`src/rtl/ui_io_controller.sv`:
```
// ============================================================================
// ui_io_controller
// ----------------------------------------------------------------------------
// Memory-mapped controller for board user I/O: push-buttons, slide switches,
// red LEDs and seven-segment hex displays. Keys and switches are
// synchronised, counter-debounced per bit, and tracked with sticky
// change-detect status (ready / overrun) and a maskable interrupt.
//
// Register map (uiDevice):
//   0 KDATA  RO  {0, ~keyDeb}   (1 = pressed)
//   1 SDATA  RO  {0, swDeb}
//   2 LEDR   RW  {0, led}
//   3 HEX    RW  {0, hex nibbles}
//   4 KCTRL  RW  bit0 ready (RO), bit2 overrun (write 0 clears), bit8 ie
//   5 SCTRL  RW  same layout as KCTRL, for switches
//   6-7      reserved: read 0, writes ignored
//
// Ports:
//   clk       in   system clock, rising edge
//   reset     in   asynchronous active-high reset
//   wrtEn     in   write strobe for the selected register
//   rdEn      in   read-acknowledge strobe (clears ready on a DATA read)
//   uiDevice  in   3-bit register select
//   in        in   write data
//   KEYS      in   raw push-buttons, 0 = pressed
//   SWITCHES  in   raw slide switches
//   out       out  combinational read data, zero-extended
//   LED       out  LED drive
//   HEX       out  seven-segment drive, digit i on HEX[7i+6:7i], active-low
//   irq       out  (kIe & kReady) | (sIe & sReady)
// ============================================================================

// ----------------------------------------------------------------------------
// ui_io_debounce
// ----------------------------------------------------------------------------
// Two-flop synchroniser followed by a per-bit counter debouncer. A bit's
// debounced value follows its synchronised value only after the two have
// disagreed for DEB_CYCLES consecutive cycles.
//
// Ports:
//   clk    in   system clock
//   reset  in   asynchronous active-high reset
//   raw_i  in   raw asynchronous inputs
//   deb_o  out  debounced vector
//   chg_o  out  high in the cycle whose closing edge changes deb_o
// ----------------------------------------------------------------------------
module ui_io_debounce #(
   parameter int   W          = 4,
   parameter int   DEB_CYCLES = 256,
   parameter logic RST_VAL    = 1'b0
) (
   input  logic         clk,
   input  logic         reset,
   input  logic [W-1:0] raw_i,
   output logic [W-1:0] deb_o,
   output logic         chg_o
);

   localparam int            CW      = $clog2(DEB_CYCLES);
   localparam logic [CW-1:0] CNT_MAX = CW'(DEB_CYCLES - 1);

   logic [W-1:0]  sync1_q;
   logic [W-1:0]  sync2_q;
   logic [W-1:0]  deb_q;
   logic [W-1:0]  deb_d;
   logic [CW-1:0] cnt_q [W];
   logic [CW-1:0] cnt_d [W];

   // NOTE: every output of a combinational block is assigned a default at
   // the top, so no path leaves a variable unassigned and no latch appears.
   always_comb begin
      deb_d = deb_q;
      for (int i = 0; i < W; i++) begin
         cnt_d[i] = '0;
         if (sync2_q[i] != deb_q[i]) begin
            if (cnt_q[i] == CNT_MAX) begin
               deb_d[i] = sync2_q[i];
            end else begin
               cnt_d[i] = cnt_q[i] + CW'(1);
            end
         end
      end
   end

   // NOTE: state registers use non-blocking assignment so every flop samples
   // values from before the edge; blocking here would chain the synchroniser
   // stages into a single flop.
   always_ff @(posedge clk or posedge reset) begin
      if (reset) begin
         sync1_q <= {W{RST_VAL}};
         sync2_q <= {W{RST_VAL}};
         deb_q   <= {W{RST_VAL}};
         // NOTE: the counter array is reset explicitly: it is a handful of
         // flops, and a reset landing mid-debounce must not leave a partial
         // count that shortens the next debounce.
         for (int i = 0; i < W; i++) begin
            cnt_q[i] <= '0;
         end
      end else begin
         sync1_q <= raw_i;
         sync2_q <= sync1_q;
         deb_q   <= deb_d;
         for (int i = 0; i < W; i++) begin
            cnt_q[i] <= cnt_d[i];
         end
      end
   end

   assign deb_o = deb_q;
   assign chg_o = |(deb_d ^ deb_q);

endmodule

// ----------------------------------------------------------------------------
// ui_io_controller (top)
// ----------------------------------------------------------------------------
module ui_io_controller #(
   parameter int DBITS      = 32,
   parameter int NKEYS      = 4,
   parameter int NSW        = 10,
   parameter int NLED       = 10,
   parameter int NHEX       = 4,
   parameter int DEB_CYCLES = 256
) (
   input  logic              clk,
   input  logic              reset,
   input  logic              wrtEn,
   input  logic              rdEn,
   input  logic [2:0]        uiDevice,
   input  logic [DBITS-1:0]  in,
   input  logic [NKEYS-1:0]  KEYS,
   input  logic [NSW-1:0]    SWITCHES,
   output logic [DBITS-1:0]  out,
   output logic [NLED-1:0]   LED,
   output logic [7*NHEX-1:0] HEX,
   output logic              irq
);

   typedef enum logic [2:0] {
      DEV_KDATA = 3'd0,
      DEV_SDATA = 3'd1,
      DEV_LEDR  = 3'd2,
      DEV_HEX   = 3'd3,
      DEV_KCTRL = 3'd4,
      DEV_SCTRL = 3'd5,
      DEV_RSV6  = 3'd6,
      DEV_RSV7  = 3'd7
   } ui_dev_e;

   typedef struct packed {
      logic ie;
      logic ovr;
      logic ready;
   } stat_t;

   ui_dev_e dev;
   assign dev = ui_dev_e'(uiDevice);

   // ---------------------------------------------------------------------
   // Input conditioning
   // ---------------------------------------------------------------------
   logic [NKEYS-1:0] key_deb;
   logic [NSW-1:0]   sw_deb;
   logic             key_evt;
   logic             sw_evt;

   // Keys are active-low, so their idle (released) level is 1.
   ui_io_debounce #(
      .W          (NKEYS),
      .DEB_CYCLES (DEB_CYCLES),
      .RST_VAL    (1'b1)
   ) u_key_deb (
      .clk   (clk),
      .reset (reset),
      .raw_i (KEYS),
      .deb_o (key_deb),
      .chg_o (key_evt)
   );

   ui_io_debounce #(
      .W          (NSW),
      .DEB_CYCLES (DEB_CYCLES),
      .RST_VAL    (1'b0)
   ) u_sw_deb (
      .clk   (clk),
      .reset (reset),
      .raw_i (SWITCHES),
      .deb_o (sw_deb),
      .chg_o (sw_evt)
   );

   // ---------------------------------------------------------------------
   // Status next-state. A CTRL write updates ie and may clear overrun; a
   // change event then takes precedence so a new overrun is never lost.
   // An event coinciding with a clearing read leaves ready set and overrun
   // untouched, since the read consumed the previous event.
   // ---------------------------------------------------------------------
   function automatic stat_t stat_next(
      input stat_t cur,
      input logic  evt,
      input logic  clr_rd,
      input logic  wr_ctrl,
      input logic  ie_w,
      input logic  keep_ovr
   );
      stat_t nxt;
      nxt = cur;
      if (wr_ctrl) begin
         nxt.ie = ie_w;
         if (!keep_ovr) begin
            nxt.ovr = 1'b0;
         end
      end
      if (evt) begin
         if (cur.ready && !clr_rd) begin
            nxt.ovr = 1'b1;
         end
         nxt.ready = 1'b1;
      end else if (clr_rd) begin
         nxt.ready = 1'b0;
      end
      return nxt;
   endfunction

   // ---------------------------------------------------------------------
   // Registers
   // ---------------------------------------------------------------------
   logic [NLED-1:0]   led_q,  led_d;
   logic [4*NHEX-1:0] hex_q,  hex_d;
   stat_t             kst_q,  kst_d;
   stat_t             sst_q,  sst_d;

   always_comb begin
      led_d = led_q;
      hex_d = hex_q;
      if (wrtEn && dev == DEV_LEDR) begin
         led_d = in[NLED-1:0];
      end
      if (wrtEn && dev == DEV_HEX) begin
         hex_d = in[4*NHEX-1:0];
      end
      kst_d = stat_next(kst_q, key_evt, rdEn && dev == DEV_KDATA,
                        wrtEn && dev == DEV_KCTRL, in[8], in[2]);
      sst_d = stat_next(sst_q, sw_evt, rdEn && dev == DEV_SDATA,
                        wrtEn && dev == DEV_SCTRL, in[8], in[2]);
   end

   always_ff @(posedge clk or posedge reset) begin
      if (reset) begin
         led_q <= '0;
         hex_q <= '0;
         kst_q <= '0;
         sst_q <= '0;
      end else begin
         led_q <= led_d;
         hex_q <= hex_d;
         kst_q <= kst_d;
         sst_q <= sst_d;
      end
   end

   // ---------------------------------------------------------------------
   // Read mux (combinational, zero-extended)
   // ---------------------------------------------------------------------
   always_comb begin
      out = '0;
      case (dev)
         DEV_KDATA: out[NKEYS-1:0]  = ~key_deb;
         DEV_SDATA: out[NSW-1:0]    = sw_deb;
         DEV_LEDR:  out[NLED-1:0]   = led_q;
         DEV_HEX:   out[4*NHEX-1:0] = hex_q;
         DEV_KCTRL: begin
            out[0] = kst_q.ready;
            out[2] = kst_q.ovr;
            out[8] = kst_q.ie;
         end
         DEV_SCTRL: begin
            out[0] = sst_q.ready;
            out[2] = sst_q.ovr;
            out[8] = sst_q.ie;
         end
         default: out = '0;
      endcase
   end

   // ---------------------------------------------------------------------
   // Outputs
   // ---------------------------------------------------------------------
   // Segment order {g,f,e,d,c,b,a}, active-low.
   function automatic logic [6:0] seg7(input logic [3:0] nib);
      logic [6:0] s;
      case (nib)
         4'h0: s = 7'h40;
         4'h1: s = 7'h79;
         4'h2: s = 7'h24;
         4'h3: s = 7'h30;
         4'h4: s = 7'h19;
         4'h5: s = 7'h12;
         4'h6: s = 7'h02;
         4'h7: s = 7'h78;
         4'h8: s = 7'h00;
         4'h9: s = 7'h10;
         4'hA: s = 7'h08;
         4'hB: s = 7'h03;
         4'hC: s = 7'h46;
         4'hD: s = 7'h21;
         4'hE: s = 7'h06;
         default: s = 7'h0E;
      endcase
      return s;
   endfunction

   for (genvar g = 0; g < NHEX; g++) begin : g_hex
      assign HEX[7*g +: 7] = seg7(hex_q[4*g +: 4]);
   end

   assign LED = led_q;
   assign irq = (kst_q.ie & kst_q.ready) | (sst_q.ie & sst_q.ready);

   // Only a few bits of the write bus are decoded; fold the rest away.
   logic unused_in;
   assign unused_in = ^in;

endmodule

```
`config.mk`:
```
export PLATFORM = sky130hd
export DESIGN_NAME = ui_io_controller
export DESIGN_NICKNAME = d
export VERILOG_FILES = /design/src/rtl/ui_io_controller.sv
export SDC_FILE = /design/constraint.sdc
export NUM_CORES = 1
export LEC_CHECK = 0
export ABC_AREA = 1
export BUFFER_PORTS_ARGS = -buffer_cell sky130_fd_sc_hd__buf_2
export CAP_MARGIN = 0
export CORE_ASPECT_RATIO = 0.7
export CORE_MARGIN = 2
export CORE_UTILIZATION = 52
export DETAILED_ROUTE_END_ITERATION = 6
export MAX_ROUTING_LAYER = met4
export PLACE_DENSITY = 0.8
export SLEW_MARGIN = 20
export SYNTH_ARGS = -nofsm -noshare
export SYNTH_HDL_FRONTEND = slang
export SYNTH_SLANG_ARGS = --single-unit
export TNS_END_PERCENT = 10
```
`constraint.sdc`:
```
create_clock -name clk -period 5.2 [get_ports clk]
set_input_delay 0.26 -clock clk [delete_from_list [all_inputs] [get_ports clk]]
set_output_delay 0.26 -clock clk [all_outputs]
set_load 0.02 [all_outputs]
```
==> results of run 1 <==
layer usage:
layer	global-route usage (%)	routed length [um]	share of wire [%]	vias up
met3	4.545	987	5.1	30
li1	-	-	-	3704
met2	33.36	8873	46	167
met5	-	0	0	-
met1	30.82	9291	48	3502
met4	6.195	301	1.5	0
registers in the layout (all words and copies together), names as in the netlist:
register,count
u_key_deb.cnt_q,32
u_sw_deb.deb_o,10
hex_q,16
kst_q,3
u_sw_deb.sync2_q,10
u_key_deb.deb_o,4
sst_q,3
u_key_deb.sync2_q,4
u_key_deb.sync1_q,4
u_sw_deb.sync1_q,10
LED,10
u_sw_deb.cnt_q,80
stage by stage:
| stage | instance area, um2 | setup slack, ps | hold WS (ps) |
|---|---|---|---|
| floorplan | 9293 | 2557 | 264.5 |
| CTS | 10580 | 2965 | 65.56 |
| detailed placement | 9849 | 3332 | 335.5 |
| global route | 10580 | 2833 | 79.37 |
| finish | 10580 | 2937 | 50.07 |
| global placement | 9849 | 3339 | 332.1 |
power by group through the flow:
stage	Combinational, mW	Sequential [mW]	Clock (mW)
after floorplan	0.448	1.62	0
after global placement	0.595	1.64	0
after detailed placement	0.611	1.64	0
after CTS	0.622	1.62	1.31
after global routing	0.695	1.63	1.39
final	0.619	1.62	1.30
cells by family (layout without fill, tap and decap cells):
| family | Yosys count | count (layout) | share of synthesized area (%) |
|---|---|---|---|
| AND/OR/NAND/NOR | 478 | 478 | 22.29 |
| multiplexers | 1 | 1 | 0.1220 |
| AO/OA/AOI/OAI | 187 | 187 | 11.61 |
| adder cells (fa/ha/maj) | 38 | 38 | 5.150 |
| buffers and inverters | 178 | 285 | 8.226 |
| flip-flops | 186 | 186 | 50.58 |
| XOR/XNOR | 20 | 20 | 1.979 |
| other | 1 | 17 | 0.04062 |
path summary, 6_finish.rpt:
| check | slack (ps) | endpoint | cells past startpoint | start |
|---|---|---|---|---|
| setup / recovery | 2940 | HEX[17] | 6 | hex_q[8] |
| hold reg to reg | 350 | u_sw_deb.sync2_q[4] | 0 | u_sw_deb.sync1_q[4] |
| setup reg to reg | 3640 | sst_q[1] | 9 | u_sw_deb.cnt_q[32] |
| hold / removal | 50 | u_sw_deb.cnt_q[19] | 3 | reset |
| max in group asynchronous | 4330 | LED[0] | 3 | reset |
| min in group clk | 70 | hex_q[14] | 3 | in[14] |
final cells by class:
cell class	instances	share of cell area, %
multi-input combinational	740	36.48
tap	231	2.732
timing repair buffer	106	5.818
antenna	1	0.02365
clock buffer	18	4.151
clock inverter	14	1.407
sequential	186	44.13
inverter	147	5.251
Yosys cell counts (9+ instances only):
cell and instances:
o21ai_1 24, nor3b_1 9, nand2_1 220, and3_1 11, inv_1 138, buf_4 17
nand4_1 14, xor2_1 12, a21oi_1 65, nand3_1 45, dfrtp_1 174, buf_2 10
o21ai_0 49, dfstp_2 12, nor3_1 15, inv_2 9, nor2_2 15, ha_1 38
nor2_1 139
worst reg2reg max path, cell delays in order, from the launching register on:
cell and delay (ps):
dfrtp_1 410, ha_1 220, nand2_1 100, nor2_2 60
nand3_1 100, nand2_1 80, nor2_1 240, nand3_1 110
nand2_1 70, nand2_1 40
==> impl_metrics.ini, run 1 <==
[global_route]
grt_pass1_vias = 6884
grt_start_max_net_pins = 187
grtUsageTotal_pct = 22.18
antenna_found_initial = 1
grt_pass1_wl_um = 32290
grt_overflow = 0

[cts]
root_buffer = clkbuf_16
cts_tree = yes
post_cts_resized = 0
h-tree-depth = 4
cts_buffers = 17
clock_latency_ps = 420
cts_sinks = 186
clkTransAtPathRegs_ps = 70
cts_hold_buffers = 14
cts_setup_buffers = 0
clk_path_buf_depth = 2

[layout]
seq_area_mm2 = 0.004669
finalCoreUtilization_pct = 61.28
area_growth_pct = 14.59
instances_no_fill = 1443
multi_input_area_mm2 = 0.003860
final.fill_count = 1418
final_common_cell = nand2_1
final_nets = 1289
drive_gt1_share_pct = 14.62
final_cell_mix = 220 x nand2_1, 174 x dfrtp_1, 139 x nor2_1

[sta]
finClkSkew_ps = 12.64
slew_headroom_pct = 30.90
slew_violations = 0
fin_crit_sh_pct = 43.51
post-route-min-period_ps = 2263
finalSetupViolations = 0
hold_viol = 0
fmax_ghz = 0.4420
fin_tns_setup_ps = 0
rsz0062_at_grt = false
tightestPinTransition_ps = 1037

[power]
pwr_density_cell_mw_per_mm2 = 334.0
clkPwrFrac_pct = 36.7
leakage_nw = 5.362
vdd_drop_max_v = 0.0002461
p_int_mw = 2.428
sw_frac_of_total_pct = 31.31
power_mw = 3.534
power_frac_seq_pct = 45.8
pwr-share-comb_pct = 17.5
p_sw_mw = 1.106

[route]
drt_iter0_drc = 706
drt_pass1_iterations = 5
viasPerCell = 5.130
routedWlPerCell_um = 13.48
vias = 7403
ant_nets = 0
remaining_drc_errors = 0
routed_wl_um = 19450

[setup_path]
crit_arrival_ps = 2000
worstPathRequired_ps = 4940
critPathBufInv = 2
worstPathCellList = inv_1 > ha_1 > a21oi_1 > o21ai_0 > nand2_1 > buf_2
crit_type = register to output pin
worstPathMaxFanout = 6
cp_slowest_cell = dfrtp_1
start_kind = register
path_delay_family = flip-flops
crit_path_max_incr_delay_ps = 530
end_kind = output pin

[floorplanning]
core-area_mm2 = 0.01727
initial_utilization_pct = 53.47
num_io_pins = 124
die_h_um = 115.5
design.die.area_mm2 = 0.01885
placementRows = 40
chipWidth_um = 163.3

[status]
status = finished, final reports clean

[placement]
gp_congestion = 0.8351
io_buffers = 91
dp_cells = 1396
hpwl_um = 13980

[synth]
synth_top_area_share_pct = 47.16
syn-cell-area_mm2 = 0.009233
synth_edf_count = 0
syn_avg_cell_area_um2 = 8.478
synth.area.top_cells = dfrtp_1 47%, nand2_1 8.9%, nor2_1 5.7%
syn_inst = 1089
yosys.area.top_type = dfrtp_1
synth_ff_type = dfrtp_1
ys_seq_area_share_pct = 50.58
yosysUniqueCellTypes = 45
synthArstFlopShare_pct = 100.0
ys_ff_latch = 186
yosysWarnings = 0

[hold_path]
holdCritPathClass = input port to asynchronous set/reset pin

[job]
cap_viol_max_count = 0
Note: power is estimated with default switching activity, not from simulation.
==> inputs of run 2 (changes only) <==
Settings changed: ABC_AREA 1 to 0.
Clock period 5.2 ns to 1.95 ns, I/O delays scaled along.
==> impl_metrics.ini, run 2 <==
[power]
sw_frac_of_total_pct = 31.17
vdd_drop_max_v = 0.0005748
power_frac_seq_pct = 44.0
pwr_density_cell_mw_per_mm2 = 906.1
power_mw = 10.13
leakage_nw = 5.238
clkPwrFrac_pct = 33.4
p_sw_mw = 3.158
pwr-share-comb_pct = 22.6
p_int_mw = 6.975

[route]
viasPerCell = 5.308
drt_pass1_iterations = 6
routedWlPerCell_um = 15.19
ant_nets = 0
vias = 6694
drt_iter0_drc = 559
remaining_drc_errors = 0
routed_wl_um = 19160

[floorplanning]
core-area_mm2 = 0.01727
num_io_pins = 124
chipWidth_um = 163.4
design.die.area_mm2 = 0.01890
initial_utilization_pct = 53.59
placementRows = 40
die_h_um = 115.6

[global_route]
antenna_found_initial = 0
grt_overflow = 0
grt_pass1_wl_um = 30750
grt_pass1_vias = 6302
grt_start_max_net_pins = 33
grtUsageTotal_pct = 21.34

[synth]
synth.most_common_cell = dfrtp_1
synth_simple_gate_area_share_pct = 17.69
synth_ff_type = dfrtp_1
syn_inst = 862
syn-cell-area_mm2 = 0.009254
synth.area.top_cells = dfrtp_1 47%, nor2_1 5.2%, ha_1 5.1%
synth_compound_area_share_pct = 5.814
yosys.area.top_type = dfrtp_1
synth_xor_area_share_pct = 8.478
yosys.area_share.adder_pct = 5.138
synth_edf_count = 0
synthArstFlopShare_pct = 100.0
ys_top_cells_by_count = 174 x dfrtp_1, 129 x nor2_1, 51 x nand2_1, 47 x nand3_1, 44 x xnor2_1
synth_top_family_by_area = simple AND/OR/NAND/NOR gates
synth_top_area_share_pct = 47.05
ys_seq_area_share_pct = 50.46
yosysWarnings = 0
synth_mux_area_share_pct = 8.789
ys_ff_latch = 186
syn_avg_cell_area_um2 = 10.74
yosysUniqueCellTypes = 55

[layout]
largest_reg_flops = 80
top_register = u_sw_deb.cnt_q
reg_top3 = u_sw_deb.cnt_q: 80 flops, u_key_deb.cnt_q: 32 flops, hex_q: 16 flops
area_growth_pct = 20.85
final_cell_mix = 161 x dfrtp_1, 129 x nor2_1, 87 x buf_2
final_common_cell = dfrtp_1
final_nets = 1108
drive_gt1_share_pct = 27.28
diodes = 0

[setup_path]
crit_type = register to output pin
crit_path_max_incr_delay_ps = 460
worstPathCellList = buf_4 > ha_1 > mux4_2 > buf_2
end_kind = output pin
crit_arrival_ps = 1880
worstPathRequired_ps = 1850
path_delay_family = multiplexers
cp_slowest_cell = mux4_2
critPathBufInv = 2
start_kind = register
rrSetupSlack_ps = 150
worstPathMaxFanout = 6

[sta]
finClkSkew_ps = 8.453
fin_tns_setup_ps = -26.04
fin_crit_sh_pct = 101.3
finalSetupViolations = 1
tightestPinTransition_ps = 592.1
rsz0062_at_grt = true
fmax_ghz = 0.5061
post-route-min-period_ps = 1976
fin_ws_ps = -26.04
slew_violations = 0
hold_viol = 0
slew_headroom_pct = 60.16

[cts]
cts_sinks = 186
clkTransAtPathRegs_ps = 70
clock_latency_ps = 430
cts_tree = yes
root_buffer = clkbuf_16
h-tree-depth = 4
cts_buffers = 17
clk_path_buf_depth = 2

[job]
cap_viol_max_count = 0

[placement]
io_buffers = 91
hpwl_um = 13090
gp_congestion = 0.8358

[hold_path]
holdCritPathClass = input port to register

[status]
status = complete, but fails checks
violations = negative setup slack
## run 2: layout make-up
| class | count | area, um2 |
|---|---|---|
| clock buffers | 17 | 425.4 |
| clock inverters | 15 | 153.9 |
| fillers | 1306 | 6083 |
| inverters | 29 | 117.6 |
| multi-input cells | 625 | 4413 |
| flip-flops and latches | 186 | 4686 |
| well taps | 231 | 289.0 |
| repair buffers | 158 | 1099 |
## run 2: what timing repair did
action	CTS	global route
buffers inserted	9	9
hold buffers	31	0
gates resized for setup	34	21
pin swaps	0	0
setup endpoints to repair	15	19
hold endpoints to repair	170	0
## run 2: path summary, 6_finish.rpt
| kind | to | cells after the start | from |
|---|---|---|---|
| max | HEX[17] | 4 | hex_q[9] |
| min | kst_q[0] | 4 | rdEn |
| max reg2reg | sst_q[1] | 5 | u_sw_deb.cnt_q[56] |
| min reg2reg | u_sw_deb.sync2_q[0] | 0 | u_sw_deb.sync1_q[0] |
| max in group asynchronous | hex_q[13] | 4 | reset |
| min in group asynchronous | u_sw_deb.cnt_q[36] | 3 | reset |
## run 2: power groups by stage
stage / clock, mW / combinational, mW / sequential (mW)
2_1_floorplan: 0 / 1.46 / 4.40
3_3_place_gp: 0 / 1.87 / 4.50
3_5_place_dp: 0 / 1.92 / 4.52
4_1_cts: 3.47 / 2.12 / 4.45
5_1_grt: 3.65 / 2.49 / 4.49
6_report: 3.38 / 2.29 / 4.46
## run 2: per-layer routing
metal	vias up	GRT usage [%]	wire (um)
li1	3215	-	-
met1	3302	29.02	9142
met2	156	32.43	8854
met3	21	5.154	969
met4	0	5.546	191
met5	-	-	0
## run 2: cell families after synthesis
| logic type | count (synthesis) |
|---|---|
| buffers and inverters | 66 |
| adders and majority gates | 38 |
| other | 1 |
| DFF | 186 |
| xor gates and xnor gates | 87 |
| muxes | 65 |
| AOI/OAI and AO/OA | 83 |
| and+or+nand+nor | 336 |
## run 2: through the flow
step           utilization (%)  hold WS [ps]  area [um2]  std cells  setup WS (ps)
3_5_place_dp             57.96         32.36       10010       1180          147.5
2_1_floorplan                -         102.0        9314        877         -530.2
5_1_grt                  64.77         51.59       11180       1261         -70.95
3_3_place_gp             57.96         34.57       10010       1180          189.7
4_1_cts                  63.96         37.83       11040       1252         -43.36
6_report                 64.77         52.86       11180       1261         -26.04
## run 2: tightest hold or removal path, stage by stage
cell and delay, ps:
buf_2 100, nand2b_1 90, o31ai_1 90, nand2_1 70
